**config.mk**
```make
export PLATFORM = sky130hd
export DESIGN_NAME = countdown_timer
export DESIGN_NICKNAME = d
export VERILOG_FILES = /design/src/rtl/countdown_timer.sv
export SDC_FILE = /design/constraint.sdc
export NUM_CORES = 1
export LEC_CHECK = 0
export CAP_MARGIN = 20
export CORE_MARGIN = 2
export CORE_UTILIZATION = 46
export CTS_BUF_LIST = sky130_fd_sc_hd__clkbuf_4 sky130_fd_sc_hd__clkbuf_8
export DETAILED_ROUTE_END_ITERATION = 6
export GPL_ROUTABILITY_DRIVEN = 1
export PLACE_DENSITY = 0.77
export RECOVER_POWER = 25
export SLEW_MARGIN = 20
export SYNTH_ARGS = -nofsm -noshare
export SYNTH_HDL_FRONTEND = slang
export SYNTH_SLANG_ARGS = --single-unit
```
**constraint.sdc**
```tcl
create_clock -name clock -period 2.1 [get_ports clock]
set_input_delay 0.21 -clock clock [delete_from_list [all_inputs] [get_ports clock]]
set_output_delay 0.21 -clock clock [all_outputs]
set_load 0.03 [all_outputs]
```
**src/rtl/countdown_timer.sv**
```systemverilog
// Loadable down-counting timer with prescaled decrement, pause/resume and
// optional auto-reload; done pulses for one cycle after the terminal decrement.
module countdown_timer #(
  parameter int WIDTH    = 10,
  parameter int PRESCALE = 1
) (
  input  logic             clock,
  input  logic             reset,
  input  logic             load,
  input  logic [WIDTH-1:0] load_value,
  input  logic             start,
  input  logic             stop,
  input  logic             auto_reload,
  output logic [WIDTH-1:0] count,
  output logic             busy,
  output logic             paused,
  output logic             done
);

  localparam int PW = (PRESCALE > 1) ? $clog2(PRESCALE) : 1;
  localparam logic [PW-1:0] PRE_LAST = PW'(PRESCALE - 1);

  typedef enum logic [1:0] {
    IDLE   = 2'd0,
    RUN    = 2'd1,
    PAUSED = 2'd2
  } state_t;

  state_t          state;
  logic [WIDTH-1:0] reload_reg;
  logic [PW-1:0]    prescaler;

  always_ff @(posedge clock) begin
    if (reset) begin
      state      <= IDLE;
      count      <= '0;
      reload_reg <= '0;
      prescaler  <= '0;
      done       <= 1'b0;
    end else begin
      done <= 1'b0;
      if (load) begin
        count      <= load_value;
        reload_reg <= load_value;
        prescaler  <= '0;
        state      <= IDLE;
      end else if (stop) begin
        if (state == RUN) state <= PAUSED;
      end else if (start && state != RUN) begin
        // Resume from PAUSED keeps the prescaler phase; a fresh start restarts it.
        if (count != '0) begin
          if (state == IDLE) prescaler <= '0;
          state <= RUN;
        end
      end else if (state == RUN) begin
        if (prescaler == PRE_LAST) begin
          prescaler <= '0;
          if (count > WIDTH'(1)) begin
            count <= count - WIDTH'(1);
          end else begin
            done <= 1'b1;
            if (auto_reload) begin
              count <= reload_reg;
            end else begin
              count <= '0;
              state <= IDLE;
            end
          end
        end else begin
          prescaler <= prescaler + PW'(1);
        end
      end
    end
  end

  assign busy   = (state == RUN);
  assign paused = (state == PAUSED);

endmodule

```
==> metrics.cfg <==
[clocking]
h-tree-depth=1
clock-sinks=23
clk_latency_ns=0.30
cts_buffers=3
ctsRootBufferMaster=clkbuf_4
hold_buffers=0
cts_buffer_depth=2
cts-resized-gates=0
post-cts-setup-buffer-count=0
path_clk_slew_ns=0.12
cts_tree=done

[sta]
whs_ns=0.484
slew_viol_final=0
worst_slew_pin_slew_ns=0.637
rsz0062_at_grt=no
max_freq_ghz=0.528
fin_tns_setup_ns=0
finalHoldViolCount=0
period_share_pct=90.1
min_period_ns=1.89
slew_headroom_pct=57.5
setup_viol=0
finClkSkew_ns=0.00172

[worst_setup_path]
r2r_setup_slack_ns=0.21
cp_data_required_time_ns=2.33
cp.arrival_ns=2.12
cp-start-kind=flop
crit_fanout=6
critPathCaptureType=flop
crit_type=flop to flop

[layout]
fillers=252
drive_above_1_share_pct=11.1
syn2layout_area_growth_pct=31.9
nets=209
finalInstanceArea_mm2=0.00169
antennaDiodeCount=0

[yosys]
yosysWarningCount=0
ys_seq_elements=23
synth_nets=173
synth_top_area_share_pct=36.0
synthCells=155
synth_edf_count=0
syn-mean-instance-area_um2=8.24
synth_top_area_cell=dfxtp_1
ys_top_cells_by_count=dfxtp_1, nor2_1, o21ai_0
synth.most_common_cell=dfxtp_1
yosysSeqAreaShare_pct=36.0
ys.flop_type=dfxtp_1
synth.area.top_cells=dfxtp_1, mux2i_1, nor2_1
synth_area_mm2=0.00128
async_flop_share_pct=0
netlist-cell-type-count=37

[placed_design]
dp_hpwl_mm=2.42
place_congestion=0.864
dpl-instance-area_mm2=0.00166
numPortBuffers=28

[drt]
viasPerCell=5.86
via_count=1294
dr.pass1.iters=4
ant_nets=0
wl_mm=3.17
drt_iter0_drc=29
drc=0
post_drt_wl_per_cell_um=14.3

[power]
total_power_mw=0.998
p_leak_nw=0.662
power.density_mw_per_mm2=592
vdd_drop_max_uv=406

[floorplan]
die_w_um=56.7
core_area_mm2=0.00269
placement_rows=19
die_h_um=56.7
die-area_mm2=0.00321
start_util_pct=47.6
io_pins=29

[global_route]
antenna_found_initial=0
gr-total-overflow=0
grt_pass1_wl_mm=5.41
grt_max_degree=14
grt_pass1_vias=1272
track_usage_pct=20.8

[outcome]
status=complete, no violations

[worst_hold_path]
hold_path.class=primary input to flop

[job]
drv_cap=0

==> area by class of cell <==
class | instances | area [um2] | area share, %
timing repair buffer | 42 | 378 | 22.4
clock buffer | 4 | 30.0 | 1.78
inverter | 9 | 33.8 | 2.00
tap | 31 | 38.8 | 2.30
sequential | 23 | 460 | 27.3
multi-input combinational | 112 | 744 | 44.2
==> critical path, stage by stage, from the launching register on <==
cell and delay [ns]:
dfxtp_1 0.33, or4_4 0.59, nor4_4 0.38, buf_4 0.22, nand3_1 0.08, a31oi_1 0.21
==> cell usage in the layout (no fill, tap or decap), drive strengths merged, types with 3 or more instances in the layout <==
master / n
a21oi: 7
a22oi: 5
a31oi: 5
buf: 12
clkbuf: 6
clkdlybuf4s50: 27
dfxtp: 23
inv: 9
mux2: 4
mux2i: 9
nand2: 8
nand3: 4
nor2: 16
nor2b: 4
nor3: 5
o21ai: 10
o22ai: 4
o41ai: 3
or4: 4
==> kinds of logic after synthesis <==
logic type | synth area share (%)
compound gates | 21.6
xor+xnor | 1.37
fa+ha+maj | 1.96
buf+inv | 5.97
flops | 36.0
mux | 10.6
simple gates | 22.4
==> report_power, final <==
group	internal (mW)	switching (mW)
logic	0.142	0.156
registers	0.462	0.0228
clock network	0.0869	0.128
total	0.691	0.307
==> metrics by stage <==
step	cells	worst slack (ns)	utilization (%)
3_3_place_gp	217	0.151	61.8
5_1_grt	221	0.0860	62.7
2_1_floorplan	155	0.00562	-
3_5_place_dp	217	0.0793	61.8
6_report	221	0.208	62.7
4_1_cts	221	0.0839	62.9
==> path summary, 6_finish.rpt <==
check	cells after the start	startpoint	endpoint
setup / recovery	5	count[7]$_SDFFE_PP0P_	count[7]$_SDFFE_PP0P_
hold / removal	3	load_value[3]	reload_reg[3]$_SDFFE_PP0P_
setup reg to reg	5	count[7]$_SDFFE_PP0P_	count[7]$_SDFFE_PP0P_
hold reg to reg	2	reload_reg[3]$_SDFFE_PP0P_	reload_reg[3]$_SDFFE_PP0P_
==> routing by layer <==
layer	wire length [um]	GRT usage [%]
met5	0	0
met4	14	6.12
met3	191	3.46
met2	1570	37.2
met1	1390	25.4
No activity file was read; power rests on OpenSTA's default activity.
